[config.mk]
export PLATFORM = sky130hd
export DESIGN_NAME = m_cache_refill_ctrl_flat
export DESIGN_NICKNAME = d
export VERILOG_FILES = /design/src/rtl/m_cache_refill_ctrl_if.sv /design/src/rtl/m_cache_refill_ctrl.sv /design/src/flat_wrapper.sv
export SDC_FILE = /design/constraint.sdc
export NUM_CORES = 1
export LEC_CHECK = 0
export ABC_AREA = 1
export CORE_ASPECT_RATIO = 0.9
export CORE_MARGIN = 2
export CORE_UTILIZATION = 49
export DETAILED_ROUTE_END_ITERATION = 10
export PLACE_DENSITY = 0.95
export SYNTH_ARGS = -nofsm -noshare
export SYNTH_HDL_FRONTEND = slang
export SYNTH_SLANG_ARGS = --single-unit
[constraint.sdc]
create_clock -name w_clock -period 4.9 [get_ports w_clock]
set_input_delay 1.225 -clock w_clock [delete_from_list [all_inputs] [get_ports w_clock]]
set_output_delay 1.225 -clock w_clock [all_outputs]
set_load 0.01 [all_outputs]
[src/rtl/m_cache_refill_ctrl_if.sv]
// rtl/m_cache_refill_ctrl_if.sv - CPU, cache lookup/fill, memory and counter signals of the refill controller
interface m_cache_refill_ctrl_if #(
    parameter int TAG_W   = 25,
    parameter int INDEX_W = 5
);
    logic                 w_req;
    logic [31:0]          w_addr;
    logic                 w_ready;
    logic                 w_rvalid;
    logic [31:0]          w_rdata;
    logic [31:0]          w_c_addr;
    logic                 w_c_hit;
    logic [31:0]          w_c_dout;
    logic [INDEX_W-1:0]   w_c_wa;
    logic                 w_c_we;
    logic [TAG_W+32:0]    w_c_wd;
    logic                 w_mem_req;
    logic [31:0]          w_mem_addr;
    logic                 w_mem_ack;
    logic [31:0]          w_mem_data;
    logic [31:0]          w_hit_cnt;
    logic [31:0]          w_miss_cnt;

    // Controller side
    modport slave (
        input  w_req, w_addr, w_c_hit, w_c_dout, w_mem_ack, w_mem_data,
        output w_ready, w_rvalid, w_rdata, w_c_addr, w_c_wa, w_c_we, w_c_wd,
               w_mem_req, w_mem_addr, w_hit_cnt, w_miss_cnt
    );

    // CPU / cache / memory side
    modport master (
        output w_req, w_addr, w_c_hit, w_c_dout, w_mem_ack, w_mem_data,
        input  w_ready, w_rvalid, w_rdata, w_c_addr, w_c_wa, w_c_we, w_c_wd,
               w_mem_req, w_mem_addr, w_hit_cnt, w_miss_cnt
    );
endinterface

[src/rtl/m_cache_refill_ctrl.sv]
// rtl/m_cache_refill_ctrl.sv - read-only lookup/refill sequencer for a 2-way set-associative cache
module m_cache_refill_ctrl #(
    parameter int TAG_W   = 25,
    parameter int INDEX_W = 5
) (
    input  logic                  w_clock,
    input  logic                  w_reset_n,
    m_cache_refill_ctrl_if.slave  bus
);
    typedef enum logic [2:0] {
        S_IDLE,
        S_LOOKUP,
        S_MEM_REQ,
        S_FILL,
        S_RESP
    } state_t;

    state_t      state;
    state_t      next_state;
    logic [31:0] r_addr;
    logic [31:0] r_data;
    logic [31:0] rdata_q;
    logic [31:0] hit_cnt;
    logic [31:0] miss_cnt;

    logic        ready;
    logic        rvalid;
    logic        c_we;
    logic        mem_req;

    always_ff @(posedge w_clock or negedge w_reset_n) begin
        if (!w_reset_n) begin
            state <= S_IDLE;
        end else begin
            state <= next_state;
        end
    end

    // Strobes are decoded from state alone so reset removes them asynchronously
    always_comb begin
        next_state = state;
        ready      = 1'b0;
        rvalid     = 1'b0;
        c_we       = 1'b0;
        mem_req    = 1'b0;
        case (state)
            S_IDLE: begin
                ready = 1'b1;
                if (bus.w_req) next_state = S_LOOKUP;
            end
            S_LOOKUP: begin
                next_state = bus.w_c_hit ? S_RESP : S_MEM_REQ;
            end
            S_MEM_REQ: begin
                mem_req = 1'b1;
                if (bus.w_mem_ack) next_state = S_FILL;
            end
            S_FILL: begin
                c_we       = 1'b1;
                next_state = S_RESP;
            end
            S_RESP: begin
                rvalid     = 1'b1;
                next_state = S_IDLE;
            end
            default: next_state = S_IDLE;
        endcase
    end

    // rdata_q is loaded on entry to RESP so the output only changes with a new response
    always_ff @(posedge w_clock or negedge w_reset_n) begin
        if (!w_reset_n) begin
            r_addr   <= 32'd0;
            r_data   <= 32'd0;
            rdata_q  <= 32'd0;
            hit_cnt  <= 32'd0;
            miss_cnt <= 32'd0;
        end else begin
            case (state)
                S_IDLE: begin
                    if (bus.w_req) r_addr <= bus.w_addr & 32'hFFFF_FFFC;
                end
                S_LOOKUP: begin
                    if (bus.w_c_hit) begin
                        r_data  <= bus.w_c_dout;
                        rdata_q <= bus.w_c_dout;
                        if (hit_cnt != 32'hFFFF_FFFF) hit_cnt <= hit_cnt + 32'd1;
                    end else begin
                        if (miss_cnt != 32'hFFFF_FFFF) miss_cnt <= miss_cnt + 32'd1;
                    end
                end
                S_MEM_REQ: begin
                    if (bus.w_mem_ack) r_data <= bus.w_mem_data;
                end
                S_FILL: begin
                    rdata_q <= r_data;
                end
                default: ;
            endcase
        end
    end

    assign bus.w_ready    = ready;
    assign bus.w_rvalid   = rvalid;
    assign bus.w_rdata    = rdata_q;
    assign bus.w_c_addr   = r_addr;
    assign bus.w_c_we     = c_we;
    assign bus.w_c_wa     = r_addr[INDEX_W+1:2];
    assign bus.w_c_wd     = {1'b1, r_addr[31:INDEX_W+2], r_data};
    assign bus.w_mem_req  = mem_req;
    assign bus.w_mem_addr = r_addr;
    assign bus.w_hit_cnt  = hit_cnt;
    assign bus.w_miss_cnt = miss_cnt;
endmodule

[src/flat_wrapper.sv]
// flat-port wrapper written by rule: the top's interface ports become plain ports
module m_cache_refill_ctrl_flat 
#(
    parameter int TAG_W   = 25,
    parameter int INDEX_W = 5
)
  (w_clock, w_reset_n, bus_w_req, bus_w_addr, bus_w_c_hit, bus_w_c_dout, bus_w_mem_ack, bus_w_mem_data, bus_w_ready, bus_w_rvalid, bus_w_rdata, bus_w_c_addr, bus_w_c_wa, bus_w_c_we, bus_w_c_wd, bus_w_mem_req, bus_w_mem_addr, bus_w_hit_cnt, bus_w_miss_cnt);
  m_cache_refill_ctrl_if #(.TAG_W(TAG_W), .INDEX_W(INDEX_W)) bus_i ();
  input  logic w_clock;
  input  logic w_reset_n;
  input wire logic [$bits(bus_i.w_req)-1:0] bus_w_req;
  input wire logic [$bits(bus_i.w_addr)-1:0] bus_w_addr;
  input wire logic [$bits(bus_i.w_c_hit)-1:0] bus_w_c_hit;
  input wire logic [$bits(bus_i.w_c_dout)-1:0] bus_w_c_dout;
  input wire logic [$bits(bus_i.w_mem_ack)-1:0] bus_w_mem_ack;
  input wire logic [$bits(bus_i.w_mem_data)-1:0] bus_w_mem_data;
  output wire logic [$bits(bus_i.w_ready)-1:0] bus_w_ready;
  output wire logic [$bits(bus_i.w_rvalid)-1:0] bus_w_rvalid;
  output wire logic [$bits(bus_i.w_rdata)-1:0] bus_w_rdata;
  output wire logic [$bits(bus_i.w_c_addr)-1:0] bus_w_c_addr;
  output wire logic [$bits(bus_i.w_c_wa)-1:0] bus_w_c_wa;
  output wire logic [$bits(bus_i.w_c_we)-1:0] bus_w_c_we;
  output wire logic [$bits(bus_i.w_c_wd)-1:0] bus_w_c_wd;
  output wire logic [$bits(bus_i.w_mem_req)-1:0] bus_w_mem_req;
  output wire logic [$bits(bus_i.w_mem_addr)-1:0] bus_w_mem_addr;
  output wire logic [$bits(bus_i.w_hit_cnt)-1:0] bus_w_hit_cnt;
  output wire logic [$bits(bus_i.w_miss_cnt)-1:0] bus_w_miss_cnt;
  assign bus_i.w_req = bus_w_req;
  assign bus_i.w_addr = bus_w_addr;
  assign bus_i.w_c_hit = bus_w_c_hit;
  assign bus_i.w_c_dout = bus_w_c_dout;
  assign bus_i.w_mem_ack = bus_w_mem_ack;
  assign bus_i.w_mem_data = bus_w_mem_data;
  assign bus_w_ready = bus_i.w_ready;
  assign bus_w_rvalid = bus_i.w_rvalid;
  assign bus_w_rdata = bus_i.w_rdata;
  assign bus_w_c_addr = bus_i.w_c_addr;
  assign bus_w_c_wa = bus_i.w_c_wa;
  assign bus_w_c_we = bus_i.w_c_we;
  assign bus_w_c_wd = bus_i.w_c_wd;
  assign bus_w_mem_req = bus_i.w_mem_req;
  assign bus_w_mem_addr = bus_i.w_mem_addr;
  assign bus_w_hit_cnt = bus_i.w_hit_cnt;
  assign bus_w_miss_cnt = bus_i.w_miss_cnt;
  m_cache_refill_ctrl #(.TAG_W(TAG_W), .INDEX_W(INDEX_W)) u_core (.w_clock(w_clock), .w_reset_n(w_reset_n), .bus(bus_i));
endmodule
==> summary.txt, run 1 <==
Logic synthesis
  • Adder-Cell Fraction of Synth Area: 0.00271
  • Synth Flop Type: dfrtp_1
  • Most numerous cell in the Yosys netlist: nand2_1
  • Compound-Gate Fraction of Synth Area: 0.0452
  • Top cell type's share of synthesized area: 0.436
  • Mapped Area: 9250 µm²
  • Number of enable flip-flop cells after synthesis: 0
  • Syn. warnings: 0
  • XOR/XNOR share of the synthesized area: 0.0218
  • Simple-Gate Fraction of Synth Area: 0.355
  • Fraction of registers with async set/reset: 1.00
  • Seq/Total Area, Yosys: 0.436
  • Synth top cells by count: nand2_1, dfrtp_1, nor2_1
  • Netlist cell types: 32
  • Post-Syn Instances: 1268
  • Largest cells by area after synthesis: dfrtp_1, nand2_1, buf_4
  • Post-synthesis mux area share: 0.0365
  • Largest family of logic cells by synthesized area: simple AND/OR/NAND/NOR gates
  • #FFs+latches synth: 161
  • Synth area leader: dfrtp_1
  • Avg Inst Size Synth: 7.29 µm²

STA
  • RSZ-0062 raised after global routing: false
  • Min Tclk post-route: 3.40 ns
  • Final hold violations: 0
  • Count of final setup violators: 0
  • Worst clock skew: 0.0142 ns
  • Worst-margin pin slew: 1.10 ns
  • Final WS setup: 1.50 ns
  • Slew Limit Fails: 0
  • Final period util: 0.693
  • Max transition margin: 0.266
  • Fmax: 294 MHz
  • Hold WS: 0.516 ns
  • Fin Setup TNS: 0 ns

Place
  • Placed wire-length estimate: 20.7 mm
  • Final RePlAce weighted congestion: 0.943
  • IO buf count: 320
  • DP Worst Slack: 1.68 ns

Route
  • Drt first pass iters: 7
  • DRT antenna net count: 0
  • Uppermost layer routed: met4
  • WL met1: 11.2 mm
  • Routed wl met2: 14.4 mm
  • Final wirelength: 28.9 mm
  • Via count: 9335
  • Routed wl met3: 2.48 mm
  • Wire per inst: 16.3 µm
  • Routed vias/inst: 5.26
  • DRT iter0 DRCs: 858
  • Drc violations: 0

Global route
  • Global-route wire length before repair: 45.7 mm
  • GRT Overall Usage: 0.290
  • Largest net degree at the start of global routing: 89
  • Vias in the first global route: 8958
  • Congestion Overflow GR: 0
  • Initial antenna violation count: 2

Clock tree
  • CTS buffer count: 17
  • CTS Buffer Depth: 2
  • Post-CTS setup buffers: 0
  • Root buffer cell: clkbuf_16
  • Clock transition at path regs: 0.07 ns
  • CTS H-tree lvls: 4
  • TritonCTS clock tree: done
  • Cts hold-fix bufs: 0
  • Resized cells post-CTS: 0
  • Clock sink count: 161
  • Worst-Skew Late Latency: 0.43 ns

Floorplanning
  • Starting Density: 0.501
  • Die X: 149 µm
  • Row cnt: 47
  • Die ar.: 20000 µm²
  • Die height: 134 µm
  • Core ar.: 18500 µm²
  • I/O pins: 328

Critical path
  • Type of origin of the critical path: register
  • Crit path kind: register to primary output
  • Worst Path Arrival: 2.17 ns
  • Critical Path End Type: primary output
  • Critical Path RT: 3.67 ns
  • Critical Path Fanout Max: 33

Run
  • Max-cap violation count: 0

Status
  • Status: finished, final reports clean

Pwr
  • LEAKAGE: 5.61 nW
  • Pwr Density: 538 nW/µm²
  • Max VDD drop: 356 µV

Final layout
  • P&R area growth vs syn: 37.4%
  • Nets: 1617
  • Layout cell share with drive strength beyond 1: 0.0668

Hold path
  • Path type of the worst min-delay path: register to register
==> cell type report <==
class | instances | area, µm²
sequential | 161 | 4030
clock buffer | 18 | 429
clock inverter | 14 | 131
fill | 1416 | 5760
antenna | 2 | 5.00
inverter | 62 | 233
multi-input combinational | 943 | 4280
timing repair buffer | 329 | 3280
tap | 245 | 307
==> layer usage <==
| metal | GRT usage | up-vias |
|---|---|---|
| met1 | 0.350 | 4386 |
| met5 | 0 | - |
| met3 | 0.0673 | 60 |
| met4 | 0.123 | 0 |
| met2 | 0.499 | 492 |
| li1 | - | 4397 |
==> worst max-delay path, stage by stage (launching register included) <==
cell	delay, ns
dfrtp_1	0.46
inv_2	0.05
nor2_2	0.11
nand2_1	0.08
inv_1	0.05
buf_4	0.35
clkdlybuf4s50_1	0.62
==> power by group <==
part           total (mW)  switching (mW)  internal (mW)
Sequential           2.17           0.402           1.77
Combinational        3.37            1.69           1.68
Clock                1.29           0.585          0.708
Total                6.84            2.68           4.16
==> flip-flops by register name, summed over array words and instances, names as in the netlist <==
name / flops
u_core.bus.w_c_addr: 30
u_core.bus.w_miss_cnt: 32
u_core.bus.w_rdata: 32
u_core.bus.w_hit_cnt: 32
u_core.r_data: 32
u_core.state: 3
==> worst paths after layout <==
path	startpoint	endpoint	slack, ns	cells past startpoint
worst max-delay path	u_core.state[0]	bus_w_c_we	1.50	6
worst min-delay path	u_core.r_data[3]	u_core.r_data[3]	0.52	2
worst max register to register	u_core.state[0]	u_core.r_data[11]	2.32	11
worst min register to register	u_core.r_data[3]	u_core.r_data[3]	0.52	2
max in group asynchronous	w_reset_n	u_core.bus.w_c_addr[15]	3.13	2
min in group asynchronous	w_reset_n	u_core.bus.w_miss_cnt[1]	0.83	1
==> layout by cell type (no fill, tap or decap), drive strengths merged <==
master / count
dfrtp: 161
mux2: 30
conb: 5
diode: 2
buf: 10
inv: 67
a31oi: 32
nand2: 589
nor2: 152
o21ai: 41
clkinv: 5
a21oi: 1
or2: 1
clkdlybuf4s50: 319
bufinv: 1
xor2: 10
clkbuf: 18
nor3: 6
clkinvlp: 3
nand4: 9
nand3b: 11
and2: 1
ha: 2
nand3: 40
xnor2: 13
==> cells by family (layout without fill, tap and decap cells) <==
| group | after synthesis | after routing |
|---|---|---|
| and+or+nand+nor | 809 | 809 |
| buffers and inverters | 167 | 423 |
| DFF | 161 | 161 |
| AOI/OAI and AO/OA | 74 | 74 |
| muxes | 30 | 30 |
| xor gates and xnor gates | 23 | 23 |
| adders and majority gates | 2 | 2 |
| other | 2 | 7 |
==> through the flow <==
step | util | total power [mW] | std cells | area [µm²]
after floorplan | - | 4.02 | 1271 | 9260
after global placement | 0.657 | 5.44 | 1740 | 12100
after detailed placement | 0.657 | 5.57 | 1740 | 12100
after CTS | 0.688 | 6.87 | 1772 | 12700
after global routing | 0.688 | 7.24 | 1774 | 12700
final | 0.688 | 6.84 | 1774 | 12700
Note: power is estimated with default switching activity, not from simulation.
==> run 2, diff against run 1 <==
--- a/config.mk
+++ b/config.mk
@@ -8,9 +8,9 @@
 export ABC_AREA = 1
 export CORE_ASPECT_RATIO = 0.9
 export CORE_MARGIN = 2
-export CORE_UTILIZATION = 49
+export CORE_UTILIZATION = 46
 export DETAILED_ROUTE_END_ITERATION = 10
-export PLACE_DENSITY = 0.95
+export PLACE_DENSITY = 0.93
 export SYNTH_ARGS = -nofsm -noshare
 export SYNTH_HDL_FRONTEND = slang
 export SYNTH_SLANG_ARGS = --single-unit
==> constraint.sdc (replaced) <==
create_clock -name w_clock -period 3.51 [get_ports w_clock]
set_input_delay 0.8775 -clock w_clock [delete_from_list [all_inputs] [get_ports w_clock]]
set_output_delay 0.8775 -clock w_clock [all_outputs]
set_load 0.01 [all_outputs]
==> summary.txt, run 2 (synthesis results as in run 1) <==
Clock tree
  • Clock sink count: 161 (unchanged)
  • Cts hold-fix bufs: 0 (unchanged)
  • Root buffer cell: clkbuf_16
  • Resized cells post-CTS: 0 (unchanged)
  • Worst-Skew Late Latency: 0.42 ns (about the same)
  • Post-CTS setup buffers: 0 (unchanged)
  • Clock transition at path regs: 0.08 ns (about the same)
  • CTS Buffer Depth: 2 (unchanged)
  • CTS H-tree lvls: 4 (unchanged)
  • CTS buffer count: 17 (unchanged)
  • TritonCTS clock tree: done

Final layout
  • P&R area growth vs syn: 38.2%
  • Layout cell share with drive strength beyond 1: 0.0680 (+0.00118)
  • Most frequent cells in the layout: nand2_1, clkdlybuf4s50_1, dfrtp_1, nor2_1, inv_1
  • Post-layout util: 0.643 (-0.0445)
  • Commonest non-fill, non-tap cell in the layout: nand2_1
  • Fillers: 1624 (+15%)
  • Nets: 1620 (+0.19%)

Floorplanning
  • Die height: 139 µm (+3.1%)
  • Starting Density: 0.466 (-0.0353)
  • Die X: 153 µm (+3.1%)
  • Row cnt: 49 (+4.3%)
  • I/O pins: 328 (unchanged)
  • Core ar.: 19900 µm² (+7.6%)
  • Die ar.: 21300 µm² (+6.3%)

Critical path
  • Crit path max-delay family: buffers and inverters
  • Crit-path cells: inv_2, nor2_2, nand2_1, inv_1, clkdlybuf4s50_1
  • Slowest CP cell: clkdlybuf4s50_1
  • Critical Path End Type: primary output
  • Type of origin of the critical path: register
  • Worst r2r path cells: 9 (-2)
  • CP Launch Point: u_core.state[0]
  • CP Capture Point: bus_w_c_we
  • Worst r2r src: u_core.state[0]
  • Critical Path RT: 2.63 ns (-1.04 ns)
  • Internal reg-to-reg setup slack: 1.20 ns (-1.12 ns)
  • Worst Path Arrival: 1.79 ns (-0.38 ns)
  • Crit path kind: register to primary output
  • Bufs and invs on worst path: 3 (-1)
  • Critical Path Fanout Max: 6 (-82%)
  • R2R Path End: u_core.r_data[9]
  • Max incr delay on CP: 0.56 ns (-0.06 ns)
  • Levels on crit path: 5 (-1)

Pwr
  • Sequential share of power: 0.314 (-0.004)
  • Switching power: 3.67 mW (+37%)
  • Max VDD drop: 474 µV (+33%)
  • Sw Share: 0.381 (-0.0110)
  • LEAKAGE: 5.65 nW (+0.67%)
  • Comb pwr share: 0.484 (-0.009)
  • Pwr Density: 754 nW/µm² (+40%)
  • P_int: 5.97 mW (+43%)
  • Clk pwr share: 0.202 (+0.013)

Route
  • Final wirelength: 27.8 mm (-3.8%)
  • DRT iter0 DRCs: 678 (-21%)
  • Wire per inst: 15.6 µm (-4.4%)
  • Drc violations: 0 (unchanged)
  • Via count: 9090 (-2.6%)
  • DRT antenna net count: 0 (unchanged)
  • Drt first pass iters: 5 (-2)
  • Routed vias/inst: 5.09 (-3.3%)

Global route
  • Congestion Overflow GR: 0 (unchanged)
  • Global-route wire length before repair: 44.7 mm (-2.2%)
  • GRT Overall Usage: 0.258 (-0.0317)
  • Largest net degree at the start of global routing: 87 (-2.2%)
  • Vias in the first global route: 8769 (-2.1%)
  • Initial antenna violation count: 1 (-1)

STA
  • Slew Limit Fails: 0 (unchanged)
  • Max transition margin: 0.530 (+0.265)
  • RSZ-0062 raised after global routing: false
  • Count of final setup violators: 0 (unchanged)
  • Final period util: 0.760
  • Fin Setup TNS: 0 ns (unchanged)
  • Final hold violations: 0 (unchanged)
  • Fmax: 375 MHz
  • Worst-margin pin slew: 0.704 ns (-0.397 ns)
  • Hold WS: 0.297 ns (-0.219 ns)
  • Worst clock skew: 0.0151 ns (+0.000868 ns)
  • Min Tclk post-route: 2.67 ns

Status
  • Status: finished, final reports clean

Hold path
  • Path type of the worst min-delay path: primary input to asynchronous set/reset pin

Place
  • IO buf count: 320 (unchanged)
  • Placed wire-length estimate: 20.3 mm (-2.0%)
  • Final RePlAce weighted congestion: 0.971 (+3.0%)

Run
  • Max-cap violation count: 0 (unchanged)
run 2: power groups by stage:
stage	combinational, mW	sequential [mW]	clock (mW)
final	4.67	3.02	1.95
after global routing	5.02	3.11	2.07
after CTS	4.70	3.02	1.98
after detailed placement	4.68	3.04	0
after global placement	4.56	3.01	0
after floorplan	2.41	3.20	0
run 2: layout make-up:
type	instances	area, µm²	area share
timing repair buffer	332	3310	0.259
inverter	62	233	0.0182
clock buffer	19	433	0.0339
sequential	161	4030	0.315
clock inverter	13	174	0.0136
tap	255	319	0.0250
multi-input combinational	943	4280	0.335
antenna	1	2.50	0.000196
run 2: routing by layer:
layer | part of all wire | track usage
met5 | 0 | 0
met4 | 0.024 | 0.0859
met1 | 0.42 | 0.330
met2 | 0.49 | 0.439
met3 | 0.071 | 0.0552
run 2: per-stage QoR:
step / cells / worst slack [ns] / total power [mW] / cell area (µm²)
after floorplan: 1271 / 1.61 / 5.61 / 9260
after global placement: 1753 / 0.872 / 7.57 / 12200
after detailed placement: 1753 / 0.843 / 7.73 / 12200
after CTS: 1785 / 0.791 / 9.70 / 12800
after global routing: 1786 / 0.692 / 10.2 / 12800
final: 1786 / 0.842 / 9.63 / 12800
run 2: worst min-delay path by stage:
stage,start,endpoint,slack [ns],cells past startpoint
6_report,w_reset_n,u_core.bus.w_miss_cnt[1],0.30,1
5_1_grt,w_reset_n,u_core.bus.w_miss_cnt[15],0.28,1
4_1_cts,w_reset_n,u_core.bus.w_miss_cnt[9],0.28,1
3_5_place_dp,u_core.r_data[6],u_core.r_data[6],0.50,2
3_3_place_gp,u_core.r_data[4],u_core.r_data[4],0.49,2
2_1_floorplan,u_core.state[2],u_core.state[0],0.48,1
==> run 3, diff against run 2 <==
==> constraint.sdc (replaced) <==
create_clock -name w_clock -period 2.5 [get_ports w_clock]
set_input_delay 0.625 -clock w_clock [delete_from_list [all_inputs] [get_ports w_clock]]
set_output_delay 0.625 -clock w_clock [all_outputs]
set_load 0.01 [all_outputs]
==> summary.txt, run 3 (synthesis results as in run 1) <==
Final layout
  • Nets: 1625 (+0.31%)
  • P&R area growth vs syn: 39.1%
  • Area of the multi-input gates: 4280 µm² (unchanged)
  • Layout cell share with drive strength beyond 1: 0.0723 (+0.00434)
  • Fillers: 1596 (-1.7%)
  • Commonest non-fill, non-tap cell in the layout: nand2_1
  • Register area: 4030 µm² (about the same)
  • Most frequent cells in the layout: nand2_1, clkdlybuf4s50_1, dfrtp_1, nor2_1, inv_1
  • Ant diodes: 0 (-1)

Route
  • Wire per inst: 15.5 µm (-0.11%)
  • Drt first pass iters: 6 (+1)
  • Routed vias/inst: 5.21 (+2.4%)
  • Drc violations: 0 (unchanged)
  • Via count: 9326 (+2.6%)
  • DRT antenna net count: 0 (unchanged)
  • Final wirelength: 27.8 mm (+0.11%)
  • DRT iter0 DRCs: 845 (+25%)

Floorplanning
  • Die ar.: 21300 µm² (unchanged)
  • Core ar.: 19900 µm² (unchanged)
  • Die X: 153 µm (unchanged)
  • Die height: 139 µm (unchanged)
  • Starting Density: 0.466 (unchanged)
  • I/O pins: 328 (unchanged)
  • Row cnt: 49 (unchanged)

Global route
  • Largest net degree at the start of global routing: 66 (-24%)
  • Congestion Overflow GR: 0 (unchanged)
  • GRT Overall Usage: 0.260 (+0.00184)
  • Vias in the first global route: 8837 (+0.78%)
  • Initial antenna violation count: 0 (-1)
  • Global-route wire length before repair: 44.9 mm (+0.49%)

STA
  • Min Tclk post-route: 2.41 ns
  • Fmax: 415 MHz
  • Final hold violations: 0 (unchanged)
  • Slew Limit Fails: 0 (unchanged)
  • Worst clock skew: 0.0159 ns (+0.000754 ns)
  • Count of final setup violators: 0 (unchanged)
  • Final WS setup: 0.0914 ns (-0.751 ns)
  • Max transition margin: 0.664 (+0.133)
  • RSZ-0062 raised after global routing: false
  • Worst-margin pin slew: 0.503 ns (-0.202 ns)
  • Fin Setup TNS: 0 ns (unchanged)
  • Final period util: 0.963

Clock tree
  • Clock transition at path regs: 0.07 ns (about the same)
  • Post-CTS setup buffers: 0 (unchanged)
  • Cts hold-fix bufs: 0 (unchanged)
  • Worst-Skew Late Latency: 0.43 ns (about the same)
  • Clock sink count: 161 (unchanged)
  • CTS Buffer Depth: 2 (unchanged)
  • CTS buffer count: 17 (unchanged)
  • CTS H-tree lvls: 4 (unchanged)
  • TritonCTS clock tree: done
  • Root buffer cell: clkbuf_16

Critical path
  • CP Launch Point: u_core.state[2]
  • Crit path max-delay family: buffers and inverters
  • Worst r2r src: u_core.state[2]
  • Critical Path RT: 1.88 ns (-0.75 ns)
  • Max incr delay on CP: 0.56 ns (about the same)
  • Critical Path End Type: primary output
  • Critical Path Fanout Max: 4 (-2)
  • Crit path kind: register to primary output
  • Type of origin of the critical path: register
  • Crit-path cells: nor2_2, nand2_1, inv_1, clkdlybuf4s50_1
  • Worst Path Arrival: 1.78 ns (about the same)
  • Slowest CP cell: clkdlybuf4s50_1
  • Bufs and invs on worst path: 2 (-1)
  • Internal reg-to-reg setup slack: 0.25 ns (-0.95 ns)

Pwr
  • Pwr Density: 1060 nW/µm² (+41%)
  • Max VDD drop: 742 µV (+57%)
  • LEAKAGE: 5.71 nW (+1.0%)
  • Final Power: 13.6 mW (+42%)

Hold path
  • Path type of the worst min-delay path: primary input to asynchronous set/reset pin

Place
  • Placed wire-length estimate: 20.5 mm (+1.1%)
  • DP Worst Slack: 0.141 ns (-0.702 ns)
  • Final RePlAce weighted congestion: 0.971 (about the same)
  • IO buf count: 320 (unchanged)

Run
  • Max-cap violation count: 0 (unchanged)

Status
  • Status: finished, final reports clean
==> run 3: cell types whose count changed in the layout (fill, tap and decap cells not counted), sizes merged <==
cell / previous run / this run
inv: 69 / 68
dlymetal6s2s: 0 / 1
clkdlybuf4s50: 319 / 318
clkinv: 1 / 3
diode: 1 / 0
buf: 13 / 18
clkinvlp: 2 / 1
==> run 3: power by group <==
part	total [mW]	leakage, nW	internal [mW]	switching, mW
registers	4.24	2.02	3.47	0.769
logic	6.63	3.39	3.37	3.26
clock network	2.76	0.301	1.62	1.14
total	13.6	5.71	8.47	5.17
==> run 3: timing repair <==
action                                  4_1_cts  5_1_grt
endpoints found under the setup margin        0        2
resized for setup                             0        2
endpoints found under the hold margin         0        0
==> run 3: cell type report <==
cell class,instances,share of cell area
Clock buffer,19,0.0344
Sequential cell,161,0.313
Clock inverter,13,0.0133
Multi-Input combinational cell,943,0.333
Tap cell,255,0.0248
Inverter,62,0.0181
Timing Repair Buffer,337,0.263
==> run 3: per-layer routing <==
| layer | global-route usage | vias to the layer above | routed length (µm) | part of all wire |
|---|---|---|---|---|
| met2 | 0.449 | 533 | 13700 | 0.49 |
| met1 | 0.325 | 4323 | 10800 | 0.39 |
| met4 | 0.0937 | 0 | 755 | 0.027 |
| li1 | - | 4399 | - | - |
| met5 | 0 | - | 0 | 0 |
| met3 | 0.0536 | 71 | 2520 | 0.090 |
==> run 3: worst reg2reg max path, delay by kind of cell, from the launching register on <==
family	cells	cell delay (ns)
AO/OA/AOI/OAI	1	0.08
buffers and inverters	2	0.74
flip-flops	1	0.43
AND/OR/NAND/NOR	6	0.93
==> run 3: path summary, 6_finish.rpt <==
check                                            end  depth (start not counted)
setup / recovery                          bus_w_c_we                          4
hold / removal             u_core.bus.w_miss_cnt[23]                          1
setup reg to reg                   u_core.r_data[14]                          9
hold reg to reg                    u_core.r_data[19]                          2
max in group asynchronous     u_core.bus.w_c_addr[7]                          2
min in group w_clock               u_core.r_data[19]                          2
==> run 3: per-stage QoR <==
step,hold WS [ns],cells,instance area [µm²],utilization
2_1_floorplan,0.329,1271,9260,-
3_3_place_gp,0.491,1758,12200,0.617
3_5_place_dp,0.494,1758,12200,0.617
4_1_cts,0.128,1790,12900,0.647
5_1_grt,0.150,1790,12900,0.648
6_report,0.118,1790,12900,0.648
